File: src/rtl/multicycle_control_fsm_pkg.sv
// Shared encodings for the multi-cycle control unit: FSM states, ALU op
// classes, datapath select codes and the RV32I opcodes shared with the ALU
// decoder.
package multicycle_control_fsm_pkg;

  localparam int unsigned STATE_BITS = 4;

  // RV32I major opcodes (instr[6:0])
  localparam logic [6:0] OPC_LOAD   = 7'b0000011;
  localparam logic [6:0] OPC_STORE  = 7'b0100011;
  localparam logic [6:0] OPC_OP     = 7'b0110011;
  localparam logic [6:0] OPC_OP_IMM = 7'b0010011;
  localparam logic [6:0] OPC_BRANCH = 7'b1100011;
  localparam logic [6:0] OPC_JAL    = 7'b1101111;
  localparam logic [6:0] OPC_JALR   = 7'b1100111;
  localparam logic [6:0] OPC_LUI    = 7'b0110111;
  localparam logic [6:0] OPC_AUIPC  = 7'b0010111;
  localparam logic [6:0] OPC_SYSTEM = 7'b1110011;

  typedef enum logic [STATE_BITS-1:0] {
    S_FETCH    = 4'd0,
    S_DECODE   = 4'd1,
    S_MEMADR   = 4'd2,
    S_MEMREAD  = 4'd3,
    S_MEMWB    = 4'd4,
    S_MEMWRITE = 4'd5,
    S_EXECR    = 4'd6,
    S_EXECI    = 4'd7,
    S_LUI      = 4'd8,
    S_AUIPC    = 4'd9,
    S_ALUWB    = 4'd10,
    S_BRANCH   = 4'd11,
    S_JALRADR  = 4'd12,
    S_JAL      = 4'd13,
    S_HALT     = 4'd14,
    S_TRAP     = 4'd15
  } state_t;

  localparam logic [1:0] ALUOP_ADD   = 2'b00;
  localparam logic [1:0] ALUOP_SUB   = 2'b01;
  localparam logic [1:0] ALUOP_FUNCT = 2'b10;

  localparam logic [1:0] SRCA_PC    = 2'b00;
  localparam logic [1:0] SRCA_OLDPC = 2'b01;
  localparam logic [1:0] SRCA_RS1   = 2'b10;

  localparam logic [1:0] SRCB_RS2  = 2'b00;
  localparam logic [1:0] SRCB_IMM  = 2'b01;
  localparam logic [1:0] SRCB_FOUR = 2'b10;

  localparam logic [1:0] RES_ALUOUT = 2'b00;
  localparam logic [1:0] RES_MEM    = 2'b01;
  localparam logic [1:0] RES_ALU    = 2'b10;

  localparam logic [2:0] IMM_I = 3'b000;
  localparam logic [2:0] IMM_S = 3'b001;
  localparam logic [2:0] IMM_B = 3'b010;
  localparam logic [2:0] IMM_J = 3'b011;
  localparam logic [2:0] IMM_U = 3'b100;

  // Immediate format follows the opcode alone; I-format covers everything else.
  function automatic logic [2:0] imm_src_of(input logic [6:0] opc);
    case (opc)
      OPC_STORE:           imm_src_of = IMM_S;
      OPC_BRANCH:          imm_src_of = IMM_B;
      OPC_JAL:             imm_src_of = IMM_J;
      OPC_LUI, OPC_AUIPC:  imm_src_of = IMM_U;
      default:             imm_src_of = IMM_I;
    endcase
  endfunction

endpackage

File: src/rtl/multicycle_control_fsm_branch_cond.sv
// Branch resolution: funct3 selects which ALU compare flag decides "taken".
module branch_cond
  import multicycle_control_fsm_pkg::*;
(
  input  logic [2:0] funct3,
  input  logic       alu_zero,
  input  logic       alu_lt,
  input  logic       alu_ltu,
  output logic       taken
);

  // funct3 010/011 are not branch encodings and never redirect the PC
  always_comb begin
    taken = 1'b0;
    case (funct3)
      3'b000:  taken = alu_zero;
      3'b001:  taken = ~alu_zero;
      3'b100:  taken = alu_lt;
      3'b101:  taken = ~alu_lt;
      3'b110:  taken = alu_ltu;
      3'b111:  taken = ~alu_ltu;
      default: taken = 1'b0;
    endcase
  end

endmodule

File: src/rtl/multicycle_control_fsm.sv
// Main control FSM of the multi-cycle RV32I core.
// Optional build macro ILLEGAL_TRAP_EN: unknown opcodes trap into a sticky
// TRAP state (illegal_instr=1, halted=1) instead of being skipped as NOPs.
module multicycle_control_fsm
  import multicycle_control_fsm_pkg::*;
#(
  parameter int EBREAK_HALT = 1,
  parameter int STATE_W     = 4
) (
  input  logic       clk,
  input  logic       rst,
  input  logic [6:0] opcode,
  input  logic [2:0] funct3,
  input  logic       alu_zero,
  input  logic       alu_lt,
  input  logic       alu_ltu,
  input  logic       mem_ready,
  output logic       mem_req,
  output logic       mem_write,
  output logic       adr_src,
  output logic       ir_write,
  output logic       pc_write,
  output logic       reg_write,
  output logic [1:0] alu_src_a,
  output logic [1:0] alu_src_b,
  output logic [1:0] alu_op,
  output logic [1:0] result_src,
  output logic [2:0] imm_src,
  output logic       halted,
  output logic       illegal_instr
);

  logic [STATE_W-1:0] state_q;
  state_t             state, state_d;
  logic               taken;
  logic               req_c, mwr_c, irw_c, pcw_c, rgw_c;

  assign state = state_t'(state_q[STATE_BITS-1:0]);

  branch_cond u_branch_cond (
    .funct3   (funct3),
    .alu_zero (alu_zero),
    .alu_lt   (alu_lt),
    .alu_ltu  (alu_ltu),
    .taken    (taken)
  );

  // State register; reset drops any outstanding memory request
  always_ff @(posedge clk) begin
    if (rst) state_q <= STATE_W'(S_FETCH);
    else     state_q <= STATE_W'(state_d);
  end

  // Next-state and Moore datapath controls
  always_comb begin
    state_d    = state;
    req_c      = 1'b0;
    mwr_c      = 1'b0;
    irw_c      = 1'b0;
    pcw_c      = 1'b0;
    rgw_c      = 1'b0;
    adr_src    = 1'b0;
    alu_src_a  = SRCA_PC;
    alu_src_b  = SRCB_RS2;
    alu_op     = ALUOP_ADD;
    result_src = RES_ALUOUT;
    case (state)
      S_FETCH: begin
        req_c      = 1'b1;
        alu_src_b  = SRCB_FOUR;
        result_src = RES_ALU;
        irw_c      = mem_ready;
        pcw_c      = mem_ready;
        if (mem_ready) state_d = S_DECODE;
      end
      S_DECODE: begin
        // precompute branch/JAL target into ALUOut
        alu_src_a = SRCA_OLDPC;
        alu_src_b = SRCB_IMM;
        case (opcode)
          OPC_LOAD, OPC_STORE: state_d = S_MEMADR;
          OPC_OP:              state_d = S_EXECR;
          OPC_OP_IMM:          state_d = S_EXECI;
          OPC_BRANCH:          state_d = S_BRANCH;
          OPC_JAL:             state_d = S_JAL;
          OPC_JALR:            state_d = S_JALRADR;
          OPC_LUI:             state_d = S_LUI;
          OPC_AUIPC:           state_d = S_AUIPC;
          OPC_SYSTEM:          state_d = (EBREAK_HALT != 0) ? S_HALT : S_FETCH;
`ifdef ILLEGAL_TRAP_EN
          default:             state_d = S_TRAP;
`else
          default:             state_d = S_FETCH;
`endif
        endcase
      end
      S_MEMADR: begin
        alu_src_a = SRCA_RS1;
        alu_src_b = SRCB_IMM;
        state_d   = (opcode == OPC_STORE) ? S_MEMWRITE : S_MEMREAD;
      end
      S_MEMREAD: begin
        req_c   = 1'b1;
        adr_src = 1'b1;
        if (mem_ready) state_d = S_MEMWB;
      end
      S_MEMWB: begin
        result_src = RES_MEM;
        rgw_c      = 1'b1;
        state_d    = S_FETCH;
      end
      S_MEMWRITE: begin
        req_c   = 1'b1;
        mwr_c   = 1'b1;
        adr_src = 1'b1;
        if (mem_ready) state_d = S_FETCH;
      end
      S_EXECR: begin
        alu_src_a = SRCA_RS1;
        alu_op    = ALUOP_FUNCT;
        state_d   = S_ALUWB;
      end
      S_EXECI: begin
        alu_src_a = SRCA_RS1;
        alu_src_b = SRCB_IMM;
        alu_op    = ALUOP_FUNCT;
        state_d   = S_ALUWB;
      end
      S_LUI: begin
        alu_src_b = SRCB_IMM;
        alu_op    = ALUOP_FUNCT;
        state_d   = S_ALUWB;
      end
      S_AUIPC: begin
        alu_src_a = SRCA_OLDPC;
        alu_src_b = SRCB_IMM;
        alu_op    = ALUOP_FUNCT;
        state_d   = S_ALUWB;
      end
      S_ALUWB: begin
        rgw_c   = 1'b1;
        state_d = S_FETCH;
      end
      S_BRANCH: begin
        // PC loads the target held in ALUOut only when the compare says so
        alu_src_a = SRCA_RS1;
        alu_op    = ALUOP_SUB;
        pcw_c     = taken;
        state_d   = S_FETCH;
      end
      S_JALRADR: begin
        alu_src_a = SRCA_RS1;
        alu_src_b = SRCB_IMM;
        state_d   = S_JAL;
      end
      S_JAL: begin
        // PC <= ALUOut (target), ALU computes old_pc+4 for the link write
        alu_src_a = SRCA_OLDPC;
        alu_src_b = SRCB_FOUR;
        pcw_c     = 1'b1;
        state_d   = S_ALUWB;
      end
      S_HALT:  state_d = S_HALT;
      S_TRAP:  state_d = S_TRAP;
      default: state_d = S_FETCH;
    endcase
  end

  // Strobes are forced low while reset is held regardless of current state
  assign mem_req   = req_c & ~rst;
  assign mem_write = mwr_c & ~rst;
  assign ir_write  = irw_c & ~rst;
  assign pc_write  = pcw_c & ~rst;
  assign reg_write = rgw_c & ~rst;
  assign imm_src   = imm_src_of(opcode);
  assign halted    = ((state == S_HALT) || (state == S_TRAP)) & ~rst;

`ifdef ILLEGAL_TRAP_EN
  assign illegal_instr = (state == S_TRAP) & ~rst;
`else
  assign illegal_instr = 1'b0;
`endif

endmodule

File: config.mk
export PLATFORM = sky130hd
export DESIGN_NAME = multicycle_control_fsm
export DESIGN_NICKNAME = d
export VERILOG_FILES = /design/src/rtl/multicycle_control_fsm_pkg.sv /design/src/rtl/multicycle_control_fsm_branch_cond.sv /design/src/rtl/multicycle_control_fsm.sv
export SDC_FILE = /design/constraint.sdc
export NUM_CORES = 1
export LEC_CHECK = 0
export ABC_AREA = 1
export CORE_UTILIZATION = 34
export DETAILED_ROUTE_END_ITERATION = 10
export PLACE_DENSITY = 0.72
export SKIP_CTS_REPAIR_TIMING = 1
export SLEW_MARGIN = 20
export SYNTH_ARGS = -nofsm -noshare
export SYNTH_HDL_FRONTEND = slang
export SYNTH_SLANG_ARGS = --single-unit
File: constraint.sdc
create_clock -name clk -period 1.2 [get_ports clk]
set_clock_uncertainty 0.1 [all_clocks]
set_input_delay 0.18 -clock clk [delete_from_list [all_inputs] [get_ports clk]]
set_output_delay 0.18 -clock clk [all_outputs]
set_load 0.02 [all_outputs]
==> flow_summary.json, run 1 <==
{
  "totalWireLength_mm": 3.042,
  "grt_use_met3": 0.03175,
  "grt_setup_unrepaired": "true",
  "drv_cap": 0,
  "avgSynthCellArea_um2": 5.024,
  "antenna_found_initial": 0,
  "portBuffers": 33,
  "r2r_slack_ns": -0.34,
  "grt_max_degree": 6,
  "placedCellCount": 217,
  "postPlaceCellArea_um2": 1344,
  "clock-sinks": 4,
  "rr_worst_depth": 9,
  "vias": 1094,
  "cp-endpoint": "pc_write",
  "hp-class": "in2reg",
  "synth_cells": 128,
  "hold-path-cell-count": 6,
  "drc_errors": 0,
  "clock-root-buffer": "clkbuf_4",
  "crit_slowest_cell": "dfxtp_4",
  "grt_pass1_vias": 928,
  "slew_viol_final": 0,
  "nFillCells": 104,
  "postLayoutCellArea_um2": 1534,
  "setup_violations": 20,
  "largest_reg_flops": 4,
  "period_minus_slack_ns": 1.619,
  "crit_type": "reg2out",
  "slowest_delay_ns": 0.37,
  "grt_usage": 0.2516,
  "cp_top_family": "flip-flops",
  "grt_pass1_wl_mm": 3.781,
  "wl_per_cell_um": 13.34,
  "crit_cells": 7,
  "gp_congestion": 0.8683,
  "endpoint_kind": "primary output",
  "cts_made_buffers": 3,
  "cts_max_level": 1,
  "critical_path_buf_inv_count": 3,
  "grtUsageMet2": 0.4171,
  "ys_ff_latch": 4,
  "drt_pass1_iterations": 4,
  "peakVddDrop_mv": 0.5328,
  "final_cells": 228,
  "drt_iter0_drc": 26,
  "die-width_um": 45.49,
  "coreArea_um2": 1745,
  "clk_latency_ns": 0.24,
  "cts_max_path_buffers": 2,
  "r2r-end": "state[2]",
  "crit_path_max_fanout": 4,
  "path_cells": "buf_6 -> nor2_4 -> nand2_2 -> nand2_2 -> inv_2 -> a21oi_4 -> buf_6",
  "dieArea_um2": 2069,
  "critPathArrivalTime_ns": 1.34,
  "met1_usage": 0.3175,
  "dpl.hpwl_mm": 2.062,
  "n_antenna_cell": 0,
  "routed_via_density": 4.798,
  "p_per_area_nw_per_um2": 516.9,
  "r2r-start": "state[1]",
  "ant_nets": 0,
  "period_share": 1.349,
  "syn_nets": 144,
  "io_pins": 35,
  "cts_tree": "built",
  "hold_slack_ns": 0.4252,
  "hold_viol_final": 0,
  "drive_gt1_frac": 0.6158,
  "fin_ws_ns": -0.4186,
  "synth.distinct_cells": 24,
  "grt-busiest-layer": "met2",
  "worst_ep_required_time_ns": 0.92,
  "startpoint_type": "flop",
  "fp.dieH_um": 45.49,
  "critical_path.startpoint": "state[1]",
  "start_util": 0.3685,
  "outcome": "finished with violations",
  "timing.fmax_mhz": 617.8,
  "synthesis.area_um2": 643.1,
  "power.leakage_nw": 0.8483,
  "violations": "setup timing",
  "final_nets": 220,
  "overflow": 0,
  "rows": 15,
  "path_clk_slew_ns": 0.04,
  "ys_seq_area_frac": 0.1245,
  "area_growth_pct": 138.5,
  "synth_warnings": 0
}
power by group:
| group | internal (mW) | switching, mW | total (mW) |
|---|---|---|---|
| sequential | 0.134 | 0.0129 | 0.147 |
| clock | 0.125 | 0.0601 | 0.185 |
| combinational | 0.223 | 0.237 | 0.460 |
per-stage QoR:
step	total power, mW	worst slack, ns	setup TNS (ns)	utilization
3_5_place_dp	0.5351	-1.119	-13.99	0.7699
3_3_place_gp	0.5267	-1.084	-13.32	0.7699
2_1_floorplan	0.3193	-0.2567	-0.9998	-
5_1_grt	0.8433	-0.4919	-7.648	0.8789
6_report	0.7929	-0.4186	-6.288	0.8789
4_1_cts	0.7347	-1.123	-16.74	0.7849
routing by layer:
layer,part of all wire,vias to the layer above
met5,0,-
met4,0.0085,0
met3,0.039,4
met2,0.52,36
met1,0.43,504
li1,-,550
synthesized netlist by cell type:
cell,number,area share
nand2_1,38,0.22
inv_1,25,0.15
nor2_1,19,0.11
o21ai_0,7,0.054
a21oi_1,6,0.047
nand3_1,6,0.047
dfxtp_1,4,0.12
nor2_2,3,0.029
nand2_2,2,0.019
nand3b_1,2,0.023
nor3_1,2,0.016
o2111ai_1,2,0.027
a31oi_1,1,0.0097
buf_4,1,0.012
clkbuf_1,1,0.0058
conb_1,1,0.0058
nand3_2,1,0.016
nand4_1,1,0.0097
nor2_4,1,0.018
nor3_2,1,0.016
o211ai_1,1,0.012
o21bai_1,1,0.012
o22ai_1,1,0.0097
or2_2,1,0.0097
worst reg2reg max path, delay by kind of cell (launching register included):
family / cells / cell delay, ns
AOI/OAI and AO/OA: 2 / 0.22
DFF: 1 / 0.37
and+or+nand+nor: 4 / 0.37
buffers and inverters: 3 / 0.40
cell families after synthesis:
group           synth area share
simple gates              0.5350
buf+inv                   0.1634
other cells             0.005831
compound gates            0.1712
flops                     0.1245
cells in the final DEF, fill, tap and decap left out:
cell             netlist  layout
inv_2                  0       9
o21ai_1                0       1
o2111ai_2              0       2
buf_6                  0      15
buf_2                  0       1
clkbuf_2               0       7
o211ai_1               1       1
nand3_2                1       2
nand4_1                1       1
conb_1                 1       1
o21ai_4                0       1
nand2_2                2      13
or2_2                  1       1
o21ai_0                7       5
clkdlybuf4s50_1        0       4
dlymetal6s2s_1         0       5
o21bai_1               1       1
inv_4                  0       2
nor3_2                 1       1
clkbuf_4               0       3
nor3_4                 0       2
o22ai_1                1       1
clkbuf_1               1       1
a21oi_1                6       3
nand2_4                0       3
nor2_1                19       8
nor2_4                 1      10
nor2_2                 3       5
nand3b_1               2       2
nand3_1                6       5
a21oi_4                0       1
buf_12                 0       1
a31oi_1                1       1
nand2_1               38      24
a21oi_2                0       2
buf_4                  1      40
inv_1                 25      14
dfxtp_4                0       4
worst min-delay path by stage:
stage | start | end | slack, ns
after global routing | opcode[5] | state[0] | 0.44
after global placement | state[2] | state[2] | 0.59
after floorplan | mem_ready | state[1] | 0.27
after detailed placement | state[2] | state[2] | 0.59
final | opcode[5] | state[0] | 0.43
after CTS | rst | state[3] | 0.59
layout make-up:
type	count	area, µm²	area share
Sequential cell	4	95.09	0.06199
Timing Repair Buffer	73	631.9	0.4119
Tap cell	25	31.28	0.02039
Clock buffer	4	26.28	0.01713
Inverter	25	98.84	0.06444
Multi-Input combinational cell	97	650.6	0.4241
No activity file was read; power rests on OpenSTA's default activity.
==> run 2, diff against run 1 <==
--- a/config.mk
+++ b/config.mk
@@ -8,6 +8,7 @@
 export ABC_AREA = 1
 export CORE_UTILIZATION = 34
 export DETAILED_ROUTE_END_ITERATION = 10
+export GPL_ROUTABILITY_DRIVEN = 0
 export PLACE_DENSITY = 0.72
 export SKIP_CTS_REPAIR_TIMING = 1
 export SLEW_MARGIN = 20
==> flow_summary.json, run 2 (synthesis gave the netlist of run 1 again) <==
{
  "start_util": 0.3685,
  "power_mw": 0.7936,
  "final_cells": 228,
  "totalWireLength_mm": 3.307,
  "vias": 1141,
  "crit_type": "reg2out",
  "setup_tns_ns": -6.562,
  "grt_pass1_wl_mm": 3.677,
  "cts_max_level": 1,
  "fin_util": 0.8867,
  "slew_viol_final": 0,
  "cts_tree": "built",
  "grt_pass1_vias": 915,
  "largest_reg_flops": 4,
  "slowest_delay_ns": 0.38,
  "startpoint_type": "flop",
  "endpoint_kind": "primary output",
  "postPlaceCellArea_um2": 1344,
  "layout_commonest_cell": "buf_4",
  "hold_viol_final": 0,
  "peakVddDrop_mv": 0.5858,
  "crit_path_frequent_cell": "nand2_2",
  "cts_max_path_buffers": 2,
  "path_clk_slew_ns": 0.04,
  "final_nets": 220,
  "dieArea_um2": 2069,
  "outcome": "finished with violations",
  "critPathArrivalTime_ns": 1.37,
  "crit_path_max_fanout": 5,
  "placedCellCount": 217,
  "mostFrequentLayoutCells": "buf_4 (41), nand2_1 (23), nand2_2 (15), buf_6 (15), inv_1 (12)",
  "drc_errors": 0,
  "p_per_area_nw_per_um2": 512.8,
  "clock-root-buffer": "clkbuf_4",
  "die-width_um": 45.49,
  "rows": 15,
  "fin_ws_ns": -0.4549,
  "hold_slack_ns": 0.4529,
  "crit_slowest_cell": "dfxtp_4",
  "coreArea_um2": 1745,
  "portBuffers": 33,
  "wl_per_cell_um": 14.50,
  "overflow": 0,
  "rr_worst_depth": 9,
  "period_minus_slack_ns": 1.655,
  "cts_made_buffers": 3,
  "hp-class": "in2reg",
  "routed_via_density": 5.004,
  "violations": "setup timing",
  "fp.dieH_um": 45.49,
  "drt_iter0_drc": 28,
  "antenna_found_initial": 0,
  "postLayoutCellArea_um2": 1548,
  "n_antenna_cell": 0,
  "period_share": 1.379,
  "drive_gt1_frac": 0.6355,
  "grt_setup_unrepaired": "true",
  "clock-sinks": 4,
  "nFillCells": 93,
  "clk_latency_ns": 0.24,
  "drv_cap": 0,
  "drt_pass1_iterations": 4,
  "area_growth_pct": 140.7,
  "grt_max_degree": 6,
  "ant_nets": 0,
  "dpl.hpwl_mm": 2.054,
  "worst_ep_required_time_ns": 0.92,
  "setup_violations": 19,
  "timing.fmax_mhz": 604.3,
  "power.leakage_nw": 0.8481,
  "path_cells": "buf_12 -> nor2_4 -> nand2_2 -> nand3_2 -> nand2_2 -> inv_2 -> buf_6",
  "hold-path-cell-count": 6,
  "io_pins": 35,
  "grt_usage": 0.2369,
  "dp_slack_ns": -1.133
}
-- run 2: cell count changes in the layout (fill, tap and decap cells not counted), moves of 2 or more --
cell | previous run | this run
inv_1 | 14 | 12
inv_2 | 9 | 11
nand2_2 | 13 | 15
nor2_1 | 8 | 6
nor2_2 | 5 | 7
-- run 2: critical path: cells and delay by family (launching register included) --
| family | cells | cell delay, ns |
|---|---|---|
| flip-flops | 1 | 0.38 |
| AND/OR/NAND/NOR | 4 | 0.47 |
| buffers and inverters | 3 | 0.30 |
-- run 2: cell type report --
class | count | area (µm²) | share of cell area
inverters | 25 | 98.84 | 0.06386
flip-flops and latches | 4 | 95.09 | 0.06144
repair buffers | 73 | 641.9 | 0.4147
multi-input cells | 97 | 654.4 | 0.4228
well taps | 25 | 31.28 | 0.02021
clock buffers | 4 | 26.28 | 0.01698
-- run 2: layer usage --
layer	wire length (µm)	global-route usage	up-vias
li1	-	-	546
met1	1356	0.2986	538
met2	1679	0.4143	45
met3	165	0.01587	12
met4	106	0.09091	0
met5	0	0	-
-- run 2: worst paths after layout --
kind,from,endpoint,slack (ns)
max,state[3],mem_req,-0.45
min,opcode[3],state[0],0.45
max reg2reg,state[1],state[1],-0.41
min reg2reg,state[1],state[3],0.65
-- run 2: where the power goes --
group / internal, mW / total (mW) / switching [mW]
clock: 0.125 / 0.183 / 0.0582
combinational: 0.222 / 0.463 / 0.242
sequential: 0.134 / 0.147 / 0.0128
total: 0.481 / 0.794 / 0.313
